===== config.mk =====
export PLATFORM = sky130hd
export DESIGN_NAME = byte_demux
export DESIGN_NICKNAME = d
export VERILOG_FILES = /design/src/rtl/byte_demux.sv
export SDC_FILE = /design/constraint.sdc
export NUM_CORES = 1
export LEC_CHECK = 0
export CAP_MARGIN = 25
export CORE_ASPECT_RATIO = 1.4
export CORE_MARGIN = 4
export CORE_UTILIZATION = 44
export CTS_CLUSTER_SIZE = 10
export DETAILED_ROUTE_END_ITERATION = 10
export PLACE_DENSITY = 0.83
export RECOVER_POWER = 50
export SLEW_MARGIN = 30
export SYNTH_ARGS = -nofsm -noshare
export SYNTH_HDL_FRONTEND = slang
export SYNTH_SLANG_ARGS = --single-unit

===== constraint.sdc =====
create_clock -name clk -period 1.55 [get_ports clk]
set_input_delay 0.31 -clock clk [delete_from_list [all_inputs] [get_ports clk]]
set_output_delay 0.31 -clock clk [all_outputs]
set_load 0.1 [all_outputs]

===== src/rtl/byte_demux.sv =====
// byte_demux
//
// Routes one ready/valid byte stream to one of two output channels, each
// backed by a one-entry output register. The channel is chosen per byte by
// in_sel (0 -> channel 1, 1 -> channel 2). The channels drain independently,
// so a stalled channel never blocks bytes headed for the other channel.
// Each channel keeps a modulo-256 count of the bytes it has delivered.
//
// Channel register state (one copy per channel):
//   state | meaning
//   EMPTY | no byte held, outk_valid = 0
//   FULL  | byte held in outk_data, outk_valid = 1
//
// Ports
//   clk                     rising-edge clock
//   rst                     synchronous active-high reset
//   in_data[WIDTH-1:0]      input byte
//   in_sel                  channel select, sampled with in_data
//   in_valid / in_ready     input handshake
//   out1_data / out2_data   registered channel bytes
//   out1_valid / out2_valid channel holds a byte
//   out1_ready / out2_ready downstream accepts the channel byte
//   cnt1 / cnt2             bytes delivered per channel, modulo 256

module byte_demux #(
   parameter int WIDTH = 8
) (
   input  logic             clk,
   input  logic             rst,
   input  logic [WIDTH-1:0] in_data,
   input  logic             in_sel,
   input  logic             in_valid,
   output logic             in_ready,
   output logic [WIDTH-1:0] out1_data,
   output logic             out1_valid,
   input  logic             out1_ready,
   output logic [WIDTH-1:0] out2_data,
   output logic             out2_valid,
   input  logic             out2_ready,
   output logic [7:0]       cnt1,
   output logic [7:0]       cnt2
);

   typedef enum logic {
      EMPTY = 1'b0,
      FULL  = 1'b1
   } chan_state_t;

   chan_state_t state1, state1_next;
   chan_state_t state2, state2_next;

   logic can_accept1, can_accept2;
   logic load1, load2;
   logic xfer1, xfer2;

   always_comb begin
      // A FULL channel whose byte leaves this cycle can take a new byte in
      // the same cycle, so a streaming channel never bubbles.
      can_accept1 = (state1 == EMPTY) || out1_ready;
      can_accept2 = (state2 == EMPTY) || out2_ready;

      // Only the selected channel decides readiness; in_valid is kept out
      // of this path so upstream may wait for ready before raising valid.
      in_ready = in_sel ? can_accept2 : can_accept1;

      load1 = in_valid && in_ready && !in_sel;
      load2 = in_valid && in_ready &&  in_sel;

      out1_valid = (state1 == FULL);
      out2_valid = (state2 == FULL);

      xfer1 = out1_valid && out1_ready;
      xfer2 = out2_valid && out2_ready;

      state1_next = state1;
      case (state1)
         EMPTY: if (load1)           state1_next = FULL;
         FULL:  if (xfer1 && !load1) state1_next = EMPTY;
      endcase

      state2_next = state2;
      case (state2)
         EMPTY: if (load2)           state2_next = FULL;
         FULL:  if (xfer2 && !load2) state2_next = EMPTY;
      endcase
   end

   // Reset wins over any transfer in the same cycle, so a byte offered
   // while rst is high is dropped.
   always_ff @(posedge clk) begin
      if (rst) begin
         state1    <= EMPTY;
         state2    <= EMPTY;
         out1_data <= '0;
         out2_data <= '0;
         cnt1      <= '0;
         cnt2      <= '0;
      end else begin
         state1 <= state1_next;
         state2 <= state2_next;
         if (load1) out1_data <= in_data;
         if (load2) out2_data <= in_data;
         if (xfer1) cnt1 <= cnt1 + 8'd1;
         if (xfer2) cnt2 <= cnt2 + 8'd1;
      end
   end

endmodule


# Yosys cells after proc, flatten, opt, wreduce, memory -nomap -nowiden
# Cells that the tools add are included.
[op_classes]
add_sub_neg = 2
n_mux = 7
bitwise_logic = 2
reduce_logical = 12
[op_table]
columns = ["operator", "count"]
rows = [
  ["8-bit by 1-bit adder with 8-bit output, second input constant", 2],
  ["1-bit logical AND", 7],
  ["1-bit two-way mux", 5],
  ["1-bit case mux with 2 select lines", 2],
  ["1-bit zero test", 3],
  ["1-bit logical OR", 2],
  ["1-bit NOT", 2],
]
[totals]
regBits = 34
inputBits = 14
output_inout_bits = 35
wordCells = 29

# Logic depth before layout (Yosys ltp)
# Gate-level depths: netlist (run 1).
[depth]
depth_word = 9
depth_mapped = 4
ltp_nobuf = 4

# Worst setup path before layout (run 1)
# OpenSTA, ideal clock, no wires.
[synth_path]
kind = "reg-to-output"
start = "register state1 (netlist: out1_valid)"
end = "output in_ready"
arrival_ps = 2759
required_ps = 1240
path_slack_ps = -1519
stages_incl_launch_ff = 5
n_path_buf = 1
path_cell_list = "dfxtp_1 -> or2b_2 -> clkbuf_1 -> nor2_1 -> a21oi_1"
[synth_via]
elab_chain_cells = 3
[synth_lines]
columns = ["item", "line", "text"]
rows = [
  ["from (decl)", "49", "chan_state_t state1, state1_next;"],
  ["from (signal assigned)", "99", "state1 <= state1_next;"],
  ["1-bit NOT", "59", "can_accept1 = (state1 == EMPTY) || out1_ready;"],
  ["1-bit logical OR", "59", ""],
  ["1-bit two-way mux", "64", "in_ready = in_sel ? can_accept2 : can_accept1;"],
  ["to (decl)", "33", "output logic in_ready,"],
]
# No other way between the ends.

# Final worst setup path (run 1)
[layout_path]
start = "input out1_ready"
end = "output in_ready"
[layout_via]
elab_chain_cells = 2
[layout_lines]
columns = ["item", "line", "text"]
rows = [
  ["from (decl)", "36", "input logic out1_ready,"],
  ["1-bit logical OR", "59", ""],
  ["1-bit two-way mux", "64", ""],
]
# No other way between the ends.

==> flow_metrics.tcl, run 1 <==
set metrics [dict create \
    synth_top_area_share_pct 48.4 \
    period_minus_slack_ns 1.58 \
    tns_ns -0.0256 \
    worst_slack_ns -0.0256 \
    status "finished, violations left" \
    setup_viol 1 \
    vias_per_cell 5.79 \
    firstDrtPassIters 5 \
    cp-end-kind "output port" \
    placed_cells 253 \
    drc_errors 0 \
    port_buffers 48 \
    clk_latency_ns 0.29 \
    p_total_mw 1.98 \
    die-area_um2 4180 \
    synth_nets 183 \
    placed_cell_area_um2 2390 \
    ios 49 \
    finClkSkew_ns 0.00793 \
    grt_start_max_net_pins 35 \
    clock-sinks 34 \
    utilization_pct 71.0 \
    synth-seq-cells 34 \
    required_ns 1.24 \
    path_clk_slew_ns 0.07 \
    place_congestion 0.756 \
    dieHeight_um 74.9 \
    criticalPathCategory "in -> out" \
    initial_utilization_pct 45.5 \
    ctsRootBufferMaster "clkbuf_8" \
    grt_setup_unrepaired "yes" \
    ant_nets 0 \
    fin_crit_sh_pct 102 \
    worstPathArrival_ns 1.27 \
    track_usage_pct 22.1 \
    worstMarginPinSlew_ns 0.681 \
    cts-buffers-inserted 5 \
    hold_viol_final 0 \
    routed_wl_um 4390 \
    final_max_slew_viol_count 0 \
    first_global_vias 1522 \
    synth_cell_type_count 24 \
    wl_per_cell_um 16.8 \
    p_leak_nw 0.826 \
    rows 24 \
    cp-start-kind "primary input" \
    synth_cells 167 \
    place_ws_ns -0.270 \
    avgSynthCellArea_um2 8.43 \
    synthTopCellsByArea "dfxtp_1 (48%), a21oi_1 (11%), nand3_1 (7.8%)" \
    drtIter0Drc 62 \
    max_cap_viol_count 0 \
    final_cell_mix "a21oi_1 (30), nand3_1 (22), o21ai_0 (22)" \
    grt_pass1_wl_um 6980 \
    min_path_type "reg -> reg" \
    syn_area_um2 1410 \
    cp_max_fo 7 \
    dp_hpwl_um 3240 \
    die_x_um 55.8 \
    layout.nets 238 \
    grt_remaining_overflow 0 \
    coreArea_um2 3090 \
    vias 1516 \
    area_growth_pct 55.9 \
    cts_tree "done" \
    powerDensity_nw_per_um2 903 \
    final_layout_size_suffix_gt1_share_pct 32.7 \
    antenna_found_initial 0 \
    stdcell_count 262 \
    cts_buffer_depth 2 \
    final_common_cell "a21oi_1" \
    timing.fmax_mhz 635 \
    diodes 0 \
    maxSlewHeadroom_pct 54.6 \
    hold_buffers 0 \
    synth_top_area_cell "dfxtp_1" \
    ys_warn_count 0 \
    fin_hold_ws_ns 0.491 \
    final_cell_area_um2 2190 \
    cts_max_level 2 \
    irDropWorstVdd_mv 0.827 \
    violations "negative setup slack" \
    ys_seq_area_share_pct 48.4 \
]
-- synthesized netlist by cell type --
cell,number
dfxtp_1,34
a21oi_1,31
nand3_1,22
o21ai_0,22
clkbuf_1,7
nand2_1,7
nor2_1,5
or3_1,5
inv_1,4
nand4_1,4
o31ai_1,4
or4_1,4
buf_1,2
ha_1,2
nand4_2,2
nor2b_1,2
xnor2_1,2
xor2_1,2
and2_1,1
and2b_1,1
nand2b_1,1
or2b_1,1
or2b_2,1
or3_2,1
-- final cells by class --
cell class              instances  area [um^2]
fillers                       212          898
flip-flops and latches         34          719
multi-input cells             120          699
repair buffers                 57          617
clock buffers                   6         82.6
well taps                      39         48.8
inverters                       4         15.0
clock inverters                 2         12.5
-- power breakdown --
group	leakage, nW	total [mW]	internal, mW	switching (mW)
registers	0.286	0.912	0.889	0.0232
logic	0.493	0.396	0.116	0.279
clock network	0.0472	0.675	0.356	0.319
total	0.826	1.98	1.36	0.621
-- flip-flops by register name (all words and copies together) (netlist names) --
| signal | count |
|---|---|
| cnt2 | 8 |
| out2_data | 8 |
| out1_valid | 1 |
| out2_valid | 1 |
| out1_data | 8 |
| cnt1 | 8 |
-- timing repair --
item | CTS | global route
resized for setup | 3 | 0
setup buffers | 1 | 0
setup endpoints to repair | 1 | 1
-- critical path, stage by stage --
cell and delay [ns]:
dlygate4sd2_1 0.31, or2b_4 0.30, nor2_4 0.11, a21oi_4 0.05, buf_12 0.18
-- worst paths after layout --
check,startpoint,to,slack (ns),cells past startpoint
worst max register to register,out1_valid,cnt1[7],0.14,4
worst min register to register,out2_data[2],out2_data[2],0.49,2
worst min-delay path,out2_data[2],out2_data[2],0.49,2
worst max-delay path,out1_ready,in_ready,-0.03,5
-- layer usage --
metal / vias up / part of all wire (%) / GRT usage, %
li1: 717 / - / -
met2: 72 / 56 / 43.2
met3: 16 / 6.7 / 6.69
met4: 0 / 4.2 / 15.1
met5: - / 0 / 0
met1: 711 / 33 / 19.4
-- kinds of logic (layout without fill, tap and decap cells) --
kind of cell / after synthesis / after routing / share of synthesized area [%]
AOI/OAI and AO/OA: 57 / 57 / 21.0
xor gates and xnor gates: 4 / 4 / 2.49
adders and majority gates: 2 / 2 / 1.78
buffers and inverters: 13 / 69 / 3.47
DFF: 34 / 34 / 48.4
and+or+nand+nor: 57 / 57 / 22.9
(Power assumes the default switching activity.)
==> run 2: changes to the inputs <==
--- a/config.mk
+++ b/config.mk
@@ -7,7 +7,6 @@
 export LEC_CHECK = 0
 export CAP_MARGIN = 25
 export CORE_ASPECT_RATIO = 1.4
-export CORE_MARGIN = 4
 export CORE_UTILIZATION = 44
 export CTS_CLUSTER_SIZE = 10
 export DETAILED_ROUTE_END_ITERATION = 10
==> flow_metrics.tcl, run 2 (synthesized netlist as in run 1, its figures left out) <==
set metrics [dict create \
    status "finished, final reports clean" \
    die-area_um2 3430 \
    cp-start-kind "flop" \
    coreArea_um2 2960 \
    cts_tree "done" \
    required_ns 1.24 \
    dieHeight_um 68.9 \
    finClkSkew_ns 0.00477 \
    vias_per_cell 5.80 \
    firstDrtPassIters 4 \
    initial_utilization_pct 47.5 \
    irDropWorstVdd_mv 0.896 \
    grt_setup_unrepaired "yes" \
    cts_max_level 2 \
    period_minus_slack_ns 1.54 \
    worst_slack_ns 0.00876 \
    path_clk_slew_ns 0.07 \
    cts_buffer_depth 2 \
    r2r_end "out1_data[5]" \
    ios 49 \
    clk_latency_ns 0.29 \
    cp_max_fo 2 \
    final_cell_mix "a21oi_1 (30), nand3_1 (22), o21ai_0 (22), dfxtp_1 (22), buf_12 (13)" \
    place_congestion 0.842 \
    hold_viol_final 0 \
    ant_nets 0 \
    vias 1525 \
    max_cap_viol_count 0 \
    drtIter0Drc 68 \
    rr_worst_depth 4 \
    cp-end-kind "output port" \
    setup_viol 0 \
    port_buffers 48 \
    min_path_type "reg -> reg" \
    clock-sinks 34 \
    area_growth_pct 53.0 \
    critPathCapture "in_ready" \
    grt_remaining_overflow 0 \
    wl_per_cell_um 17.0 \
    ctsRootBufferMaster "clkbuf_8" \
    criticalPathCategory "reg -> out" \
    routed_wl_um 4460 \
    rows 23 \
    maxSlewHeadroom_pct 63.5 \
    diodes 0 \
    timing.rr.start "out1_valid" \
    grt_pass1_wl_um 6870 \
    final_layout_size_suffix_gt1_share_pct 32.3 \
    place_ws_ns -0.196 \
    startpoint "out1_valid" \
    track_usage_pct 27.6 \
    layout.nets 241 \
    fin_crit_sh_pct 99.4 \
    first_global_vias 1479 \
    reg2reg_setup_slack_ns 0.18 \
    final_max_slew_viol_count 0 \
    die_x_um 49.8 \
    drc_errors 0 \
    antenna_found_initial 0 \
    p_leak_nw 0.827 \
    worstMarginPinSlew_ns 0.549 \
    final_common_cell "a21oi_1" \
    timing.fmax_mhz 649 \
    grt_start_max_net_pins 35 \
    powerDensity_nw_per_um2 917 \
    worstPathArrival_ns 1.23 \
    dp_hpwl_um 3170 \
    fin_hold_ws_ns 0.487 \
    cts-buffers-inserted 5 \
]
## run 2: changes by cell type in the layout (fill, tap and decap cells not counted), moves of 2 or more
cell	before	now
clkbuf_2	5	12
buf_12	16	13
dfxtp_1	19	22
buf_4	8	10
clkbuf_4	4	2
dfxtp_2	7	5
## run 2: report_power, final
group          total, mW  switching (mW)  internal [mW]
Clock              0.677           0.318          0.358
Sequential         0.907          0.0171          0.890
Combinational      0.392           0.287          0.105
## run 2: per-layer routing
metal	part of all wire [%]	routed length, um	global-route usage, %	vias to the layer above
met1	35	1550	24.6	720
met3	4.8	213	7.02	16
met5	0	0	0	-
li1	-	-	-	723
met4	3.9	172	13.9	0
met2	57	2520	56.6	66
## run 2: area by class of cell
cell class,instances,area [um^2]
repair buffers,60,587
flip-flops and latches,34,713
well taps,37,46.3
inverters,4,15.0
multi-input cells,120,701
clock inverters,1,5.00
clock buffers,7,86.3
fillers,193,811
## run 2: repair_timing
item,in CTS,in global routing
endpoints found under the hold margin,0,0
setup endpoints to repair,1,1
resized for setup,4,0
hold buffers,0,0
buffers inserted,2,0
## run 2: worst min-delay path by stage
stage | from | slack (ns) | depth (start not counted) | end
after floorplan | in_data[0] | 0.46 | 2 | out1_data[0]
after global placement | cnt2[6] | 0.49 | 2 | cnt2[6]
after detailed placement | cnt1[5] | 0.51 | 2 | cnt1[5]
after CTS | cnt1[5] | 0.52 | 2 | cnt1[5]
after global routing | out1_data[7] | 0.51 | 2 | out1_data[7]
final | out1_data[3] | 0.49 | 2 | out1_data[3]
## run 2: worst max-delay path, cell delays in order, from the launching register on
cell and delay, ns:
dfxtp_4 0.34, or2b_4 0.28, nor2_4 0.10, a21oi_4 0.05, buf_12 0.17
## run 2: per-stage QoR
step	setup TNS (ns)	total power, mW	cell area [um^2]	util (%)	cells
3_5_place_dp	-3.68	1.38	2400	81.0	253
3_3_place_gp	-1.91	1.37	2400	81.0	253
4_1_cts	-0.000125	2.05	2500	84.5	263
5_1_grt	-0.0216	2.03	2150	72.6	263
2_1_floorplan	-0.152	1.18	1480	-	167
6_report	0	1.98	2150	72.6	263
==> run 3: changes to the inputs <==
--- a/config.mk
+++ b/config.mk
@@ -12,7 +12,6 @@
 export DETAILED_ROUTE_END_ITERATION = 10
 export PLACE_DENSITY = 0.83
 export RECOVER_POWER = 50
-export SLEW_MARGIN = 30
 export SYNTH_ARGS = -nofsm -noshare
 export SYNTH_HDL_FRONTEND = slang
 export SYNTH_SLANG_ARGS = --single-unit
==> results of run 3 <==
Same layout as run 2: the final DEF is identical, and so are final timing and power.
